$ cat config.mk
export PLATFORM = sky130hd
export DESIGN_NAME = vx_fetch_warp_arbiter
export DESIGN_NICKNAME = d
export VERILOG_FILES = /design/src/rtl/vx_fetch_warp_arbiter.sv
export SDC_FILE = /design/constraint.sdc
export NUM_CORES = 1
export LEC_CHECK = 0
export ABC_AREA = 1
export CAP_MARGIN = 5
export CORE_UTILIZATION = 50
export DETAILED_ROUTE_END_ITERATION = 7
export PLACE_DENSITY = 0.72
export SETUP_SLACK_MARGIN = 0.15
export SYNTH_ARGS = -nofsm -noshare
export SYNTH_HDL_FRONTEND = slang
export SYNTH_SLANG_ARGS = --single-unit
$ cat constraint.sdc
create_clock -name clk -period 7.6 [get_ports clk]
set_input_delay 0.76 -clock clk [delete_from_list [all_inputs] [get_ports clk]]
set_output_delay 0.76 -clock clk [all_outputs]
set_load 0.005 [all_outputs]
$ cat src/rtl/vx_fetch_warp_arbiter.sv
// Round-robin warp arbiter for the fetch stage: owns per-warp PC/active/stall/
// in-flight state and issues at most one registered fetch request per cycle.
module vx_fetch_warp_arbiter #(
    parameter int                  NUM_WARPS = 4,
    parameter int                  PC_WIDTH  = 32,
    parameter logic [PC_WIDTH-1:0] RESET_PC  = 32'h80000000,
    localparam int                 WID_W     = $clog2(NUM_WARPS)
) (
    input  logic                 clk,
    input  logic                 reset,
    input  logic                 wspawn_valid,
    input  logic [NUM_WARPS-1:0] wspawn_mask,
    input  logic [PC_WIDTH-1:0]  wspawn_pc,
    input  logic                 tmc_valid,
    input  logic [WID_W-1:0]     tmc_wid,
    input  logic                 tmc_active,
    input  logic                 stall_valid,
    input  logic [WID_W-1:0]     stall_wid,
    input  logic                 branch_valid,
    input  logic [WID_W-1:0]     branch_wid,
    input  logic                 branch_taken,
    input  logic [PC_WIDTH-1:0]  branch_dest,
    output logic                 req_valid,
    input  logic                 req_ready,
    output logic [WID_W-1:0]     req_wid,
    output logic [PC_WIDTH-1:0]  req_pc,
    input  logic                 rsp_valid,
    input  logic [WID_W-1:0]     rsp_wid,
    output logic                 busy
);

    logic [NUM_WARPS-1:0] active_q, active_d;
    logic [NUM_WARPS-1:0] stalled_q, stalled_d;
    logic [NUM_WARPS-1:0] inflight_q, inflight_d;
    logic [PC_WIDTH-1:0]  pc_q [NUM_WARPS];
    logic [PC_WIDTH-1:0]  pc_d [NUM_WARPS];
    logic [WID_W-1:0]     rr_ptr_q, rr_ptr_d;
    logic                 req_valid_q, req_valid_d;
    logic [WID_W-1:0]     req_wid_q, req_wid_d;
    logic [PC_WIDTH-1:0]  req_pc_q, req_pc_d;

    logic [NUM_WARPS-1:0] eligible;
    logic                 slot_free;
    logic                 sel_found;
    logic [WID_W-1:0]     sel_wid;
    logic [WID_W-1:0]     cand;

    assign eligible  = active_q & ~stalled_q & ~inflight_q;
    assign slot_free = ~req_valid_q | req_ready;

    // Rotating priority: first eligible warp at or after rr_ptr_q.
    always_comb begin
        sel_found = 1'b0;
        sel_wid   = '0;
        cand      = '0;
        for (int i = 0; i < NUM_WARPS; i++) begin
            cand = rr_ptr_q + WID_W'(i);
            if (!sel_found && eligible[cand]) begin
                sel_found = 1'b1;
                sel_wid   = cand;
            end
        end
    end

    // NOTE: every _d is defaulted to its _q first so no path can infer a latch.
    always_comb begin
        active_d    = active_q;
        stalled_d   = stalled_q;
        inflight_d  = inflight_q;
        pc_d        = pc_q;
        rr_ptr_d    = rr_ptr_q;
        req_valid_d = req_valid_q;
        req_wid_d   = req_wid_q;
        req_pc_d    = req_pc_q;

        // Clear before setting: a selected warp is never inflight, so a stray rsp
        // naming it must not cancel the new in-flight mark.
        if (rsp_valid) inflight_d[rsp_wid] = 1'b0;

        if (slot_free) begin
            req_valid_d = sel_found;
            if (sel_found) begin
                req_wid_d           = sel_wid;
                req_pc_d            = pc_q[sel_wid];
                pc_d[sel_wid]       = pc_q[sel_wid] + PC_WIDTH'(4);
                inflight_d[sel_wid] = 1'b1;
                rr_ptr_d            = sel_wid + WID_W'(1);
            end
        end

        if (stall_valid) stalled_d[stall_wid] = 1'b1;
        if (tmc_valid && !tmc_active) active_d[tmc_wid] = 1'b0;

        // Later assignments take priority: branch over stall/+4, spawn over all.
        if (branch_valid) begin
            stalled_d[branch_wid] = 1'b0;
            if (branch_taken) pc_d[branch_wid] = branch_dest;
        end

        if (wspawn_valid) begin
            for (int w = 0; w < NUM_WARPS; w++) begin
                if (wspawn_mask[w]) begin
                    active_d[w]  = 1'b1;
                    stalled_d[w] = 1'b0;
                    pc_d[w]      = wspawn_pc;
                end
            end
        end
    end

    // NOTE: the PC table is reset too, since warp 0 must boot from RESET_PC.
    always_ff @(posedge clk) begin
        if (reset) begin
            active_q    <= NUM_WARPS'(1);
            stalled_q   <= '0;
            inflight_q  <= '0;
            rr_ptr_q    <= '0;
            req_valid_q <= 1'b0;
            req_wid_q   <= '0;
            req_pc_q    <= '0;
            for (int w = 0; w < NUM_WARPS; w++) begin
                pc_q[w] <= (w == 0) ? RESET_PC : '0;
            end
        end else begin
            active_q    <= active_d;
            stalled_q   <= stalled_d;
            inflight_q  <= inflight_d;
            rr_ptr_q    <= rr_ptr_d;
            req_valid_q <= req_valid_d;
            req_wid_q   <= req_wid_d;
            req_pc_q    <= req_pc_d;
            pc_q        <= pc_d;
        end
    end

    assign req_valid = req_valid_q;
    assign req_wid   = req_wid_q;
    assign req_pc    = req_pc_q;
    assign busy      = (|active_q) | (|inflight_q) | req_valid_q;

endmodule

; Word-level counts from Yosys, hierarchy flattened
; Cells that the tools add are included.
[totals]
reg_bits = 177
word_cells = 130
in_bits = 86
[op_classes]
mux = 60
addsub = 5
n_bitwise = 18
n_reduce_logical = 18
magnitude_cmp = 18
[ops]
columns = operator, count
row1 = $mux 128, 5
row2 = $bwmux 128, 2
row3 = $mux 32, 8
row4 = $demux 32 s2, 2
row5 = $bmux 32 s2, 1
row6 = $add 32x3->32 const B, 1
row7 = $mux 4, 8
row8 = $lt 2x3->1 const B, 9
row9 = $mux 1, 21
row10 = $and 4x4->4, 5
row11 = $not 4->4, 5
row12 = $logic_and 1x1->1, 11
row13 = $demux 1 s2, 5
row14 = $ge 2x1->1 const B, 5
row15 = $bmux 1 s2, 4
row16 = $mux 2, 4
row17 = $or 4x4->4, 2
row18 = $reduce_or 4->1, 2
row19 = $ge 3x3->1 const B, 2
row20 = $lt 3x1->1 const B, 2
row21 = $not 2->3, 2
row22 = $add 2x1->2 const B, 2
row23 = $add 2x2->2 const B, 2
row24 = $logic_not 1->1, 4
row25 = 3 further kinds, 5

; Depth between registers and ports, before layout
[depth]
word_depth = 28
depth_mapped = 26

; Least setup slack after synthesis
; OpenSTA, ideal clock, no wires.
[synth_timing]
path_kind = register -> register
from = register rr_ptr_q[0]
to = register pc_q[78] (netlist bit)
slack_ps = 4598
setup_ps = 59
stages_incl_launch_ff = 21
arrival_time_ps = 2943
n_path_buf = 2
path_cell_list = dfxtp_1 > buf_6 > xnor2_2 > nand3_2 > nand2_4 > nand3_2 > o21ai_4 > clkbuf_1 > nand3_1 > nand2_1 > ha_1 > inv_1 > nor2_1 > nand2_1 > nor2_2 > nand2_2 > xor2_1 > nand2_1 > nand2_1 > o211ai_1 > nand2_1
[synth_via]
elab_chain_len = 25
[synth_rtl]
columns = item, line_no
row1 = "start, declared", 37  ; logic [WID_W-1:0] rr_ptr_q, rr_ptr_d;
row2 = "start signal, assigned", 128  ; rr_ptr_q <= rr_ptr_d;
row3 = branches (longest 18 deep; another with $add 2x1->2), n/a
row4 = $mux 128 (*), 82  ; if (sel_found) begin
row5 = $mux 128 (*), 80  ; if (slot_free) begin
row6 = $bwmux 128, 97  ; if (branch_taken) pc_d[branch_wid] = branch_dest;
row7 = $mux 128, 97
row8 = $mux 128 (*), 95  ; if (branch_valid) begin
row9 = $mux 32, 102  ; if (wspawn_mask[w]) begin
row10 = $mux 128 (*), 100  ; if (wspawn_valid) begin
row11 = "end signal, assigned by index", 122  ; pc_q[w] <= (w == 0) ? RESET_PC : '0;
row12 = "end signal, assigned", 132  ; pc_q <= pc_d;
row13 = "end, declared", 35  ; logic [PC_WIDTH-1:0] pc_q [NUM_WARPS];
; Every way passes the cells marked *. The select of a mux whose other input is x is not followed.
; A chain may end at the register's enable or synchronous reset.

; Worst setup path after layout
[layout_timing]
from = register rr_ptr_q[0]
to = register pc_q[67] (netlist bit)
; The elaborated chain is that of the path after synthesis.

==> impl_metrics.tcl <==
set metrics [dict create \
    outcome "finished clean" \
    initial_core_util_pct 50.98 \
    async_flop_share_pct 0 \
    die_y_um 156.7 \
    crit_type "flip-flop to flip-flop" \
    wl_per_cell_um 18.55 \
    place_inst 2335 \
    grt_pass1_wl_um 68470 \
    yosysMostFrequentCell "nand2_1" \
    fin_crit_sh_pct 64.50 \
    dieWidth_um 156.7 \
    grt_max_degree 92 \
    syn_area_mm2 0.01197 \
    die_area_mm2 0.02455 \
    cap_violations 0 \
    cp-start-kind "flip-flop" \
    required_ns 7.96 \
    post_cts_resized 0 \
    rsz0062_at_grt "false" \
    overflow 0 \
    yosysTopAreaCellShare_pct 29.61 \
    portBuffers 121 \
    ys.flop_type "dfxtp_1" \
    core_mm2 0.02347 \
    cts_tree "done" \
    worstHoldStart "inflight_q[2]$_SDFF_PP0_" \
    highest_layer "met4" \
    crit_path_max_fanout 91 \
    area.growth.synth_to_final_pct 15.04 \
    vias_per_cell 5.823 \
    synth.avg_cell_area_um2 5.986 \
    finalSetupViolCount 0 \
    postCtsSetupBuffers 0 \
    drt-initial-drc-count 1596 \
    drv_slew 0 \
    antenna_found_initial 0 \
    dp_hpwl_um 27520 \
    seq_area_frac_synth_pct 29.61 \
    wirelength_um 43870 \
    reg2reg_to "pc_q[67]$_SDFF_PP0_" \
    ctsHtreeMaxLevel 4 \
    ys_warn_count 0 \
    ctsHoldBuffers 0 \
    numCtsBuffers 17 \
    synth_cells 1999 \
    firstDrtPassIters 6 \
    cts.sinks 177 \
    path_clk_slew_ns 0.08 \
    final_nets 2126 \
    cts_buffer_depth 2 \
    r2r_slack_ns 2.70 \
    wl_met2_um 18930 \
    clock_latency_ns 0.44 \
    ys_ff_latch 177 \
    cts_root_buf "clkbuf_16" \
    gp_congestion 0.9670 \
    vias 13772 \
    synth_fp_nets 2090 \
    synthTopCellsByArea "dfxtp_1 30%, nand2_1 20%, a21oi_1 9.5%, nand3_1 8.7%, inv_1 7.0%" \
    hold_viol 0 \
    endpoint_kind "flip-flop" \
    skew_ns 0.01182 \
    hold_path.class "flip-flop to flip-flop" \
    synth_top_area_cell "dfxtp_1" \
    met1_length_um 17930 \
    drive_above_1_share_pct 4.643 \
    whs_path_depth 2 \
    fmax_mhz 204.0 \
    synth_commonest_cells "626 x nand2_1, 227 x a21oi_1, 222 x inv_1" \
    fin_tns_setup_ns 0 \
    r2r-start "rr_ptr_q[0]$_SDFFE_PP0P_" \
    reg2reg_depth 16 \
    grt_usage_pct 36.53 \
    worst_slew_pin_slew_ns 1.126 \
    finalNonFillerCells 2365 \
    relSlewSlack_pct 24.74 \
    drc 0 \
    period_needed_ns 4.902 \
    cp.arrival_ns 5.26 \
    synth_edf_count 0 \
    rows 56 \
    yosysUniqueCellTypes 41 \
    whs_endpoint "inflight_q[2]$_SDFF_PP0_" \
    io_pins 122 \
    grt_pass1_vias 12648 \
    ant_nets 0 \
    antenna_cells 0 \
    met3_wirelength_um 5106 \
]
==> critical path, cell delays in order (launching register included) <==
cell	delay (ns)
dfxtp_1	0.77
inv_2	0.19
nand3_1	0.16
nand3_1	0.12
nand2_4	0.13
nand2_2	0.06
nand2_2	0.11
nor2_4	0.05
nand2_4	0.37
nand2_8	0.44
ha_1	0.38
nand2_1	0.06
buf_4	0.47
clkinv_1	0.77
o21ai_0	0.39
o21ai_0	0.11
a21oi_1	0.16
==> flip-flops by register name (all words and copies together) (netlist names) <==
signal      count
active_q        4
req_wid         2
stalled_q       4
rr_ptr_q        2
inflight_q      4
req_valid       1
req_pc         32
pc_q          128
==> stage by stage <==
step,hold slack [ns],worst slack (ns),util (%),area [um2]
detailed placement,0.4790,2.932,56.09,13170
finish,0.4866,2.698,58.64,13760
CTS,0.4910,2.872,58.64,13760
floorplan,0.4468,4.598,-,11970
global route,0.5176,2.416,58.64,13760
global placement,0.4791,2.985,56.09,13170
==> routing by layer <==
layer  vias up  track usage (%)
met1      6189            47.95
met2       847            57.50
met5         -                0
met3       145            7.782
met4         0            15.97
li1       6591                -
==> logic make-up after synthesis <==
group	Yosys count	synth area share (%)
compound gates	477	21.80
xor+xnor	16	1.422
buf+inv	354	12.07
fa+ha+maj	5	0.5228
simple gates	970	34.57
flops	177	29.61
==> final cells by class <==
class,count,area [um2]
fill,2410,9708
tap,319,399.1
clock inverter,12,158.9
multi-input combinational,1468,7004
timing repair buffer,141,1356
inverter,230,863.3
clock buffer,18,439.2
sequential,177,3543
==> how the worst max path moves through the flow <==
| stage | startpoint | end | cells past startpoint |
|---|---|---|---|
| 3_3_place_gp | rr_ptr_q[0]$_SDFFE_PP0P_ | pc_q[67]$_SDFF_PP0_ | 16 |
| 4_1_cts | rr_ptr_q[0]$_SDFFE_PP0P_ | pc_q[67]$_SDFF_PP0_ | 16 |
| 5_1_grt | rr_ptr_q[0]$_SDFFE_PP0P_ | pc_q[67]$_SDFF_PP0_ | 14 |
| 6_report | rr_ptr_q[0]$_SDFFE_PP0P_ | pc_q[67]$_SDFF_PP0_ | 16 |
| 2_1_floorplan | rr_ptr_q[0]$_SDFFE_PP0P_ | pc_q[78]$_SDFF_PP0_ | 20 |
| 3_5_place_dp | rr_ptr_q[0]$_SDFFE_PP0P_ | pc_q[67]$_SDFF_PP0_ | 16 |
==> cell usage in the layout, fill, tap and decap left out, types with 3 or more instances in the layout <==
master           count
a21oi_1            226
buf_4               20
bufinv_16            3
clkbuf_16           17
clkdlybuf4s50_1    120
clkinv_1             5
clkinvlp_4           5
dfxtp_1            177
ha_1                 5
inv_1              220
inv_2                5
inv_6                3
nand2_1            626
nand2_2             10
nand2_4              3
nand3_1            207
nand3b_1            20
nand4_1              7
nor2_1              76
nor2_2               8
nor2_4               5
o211ai_1            50
o21ai_0            122
o21ai_1             34
o22ai_1             27
o31ai_1              4
xor2_1              12
xor2_2               3
Power is left out: the tool's default activity adds up to more than one toggle a clock period on the data nets, which glitch-free logic cannot reach.
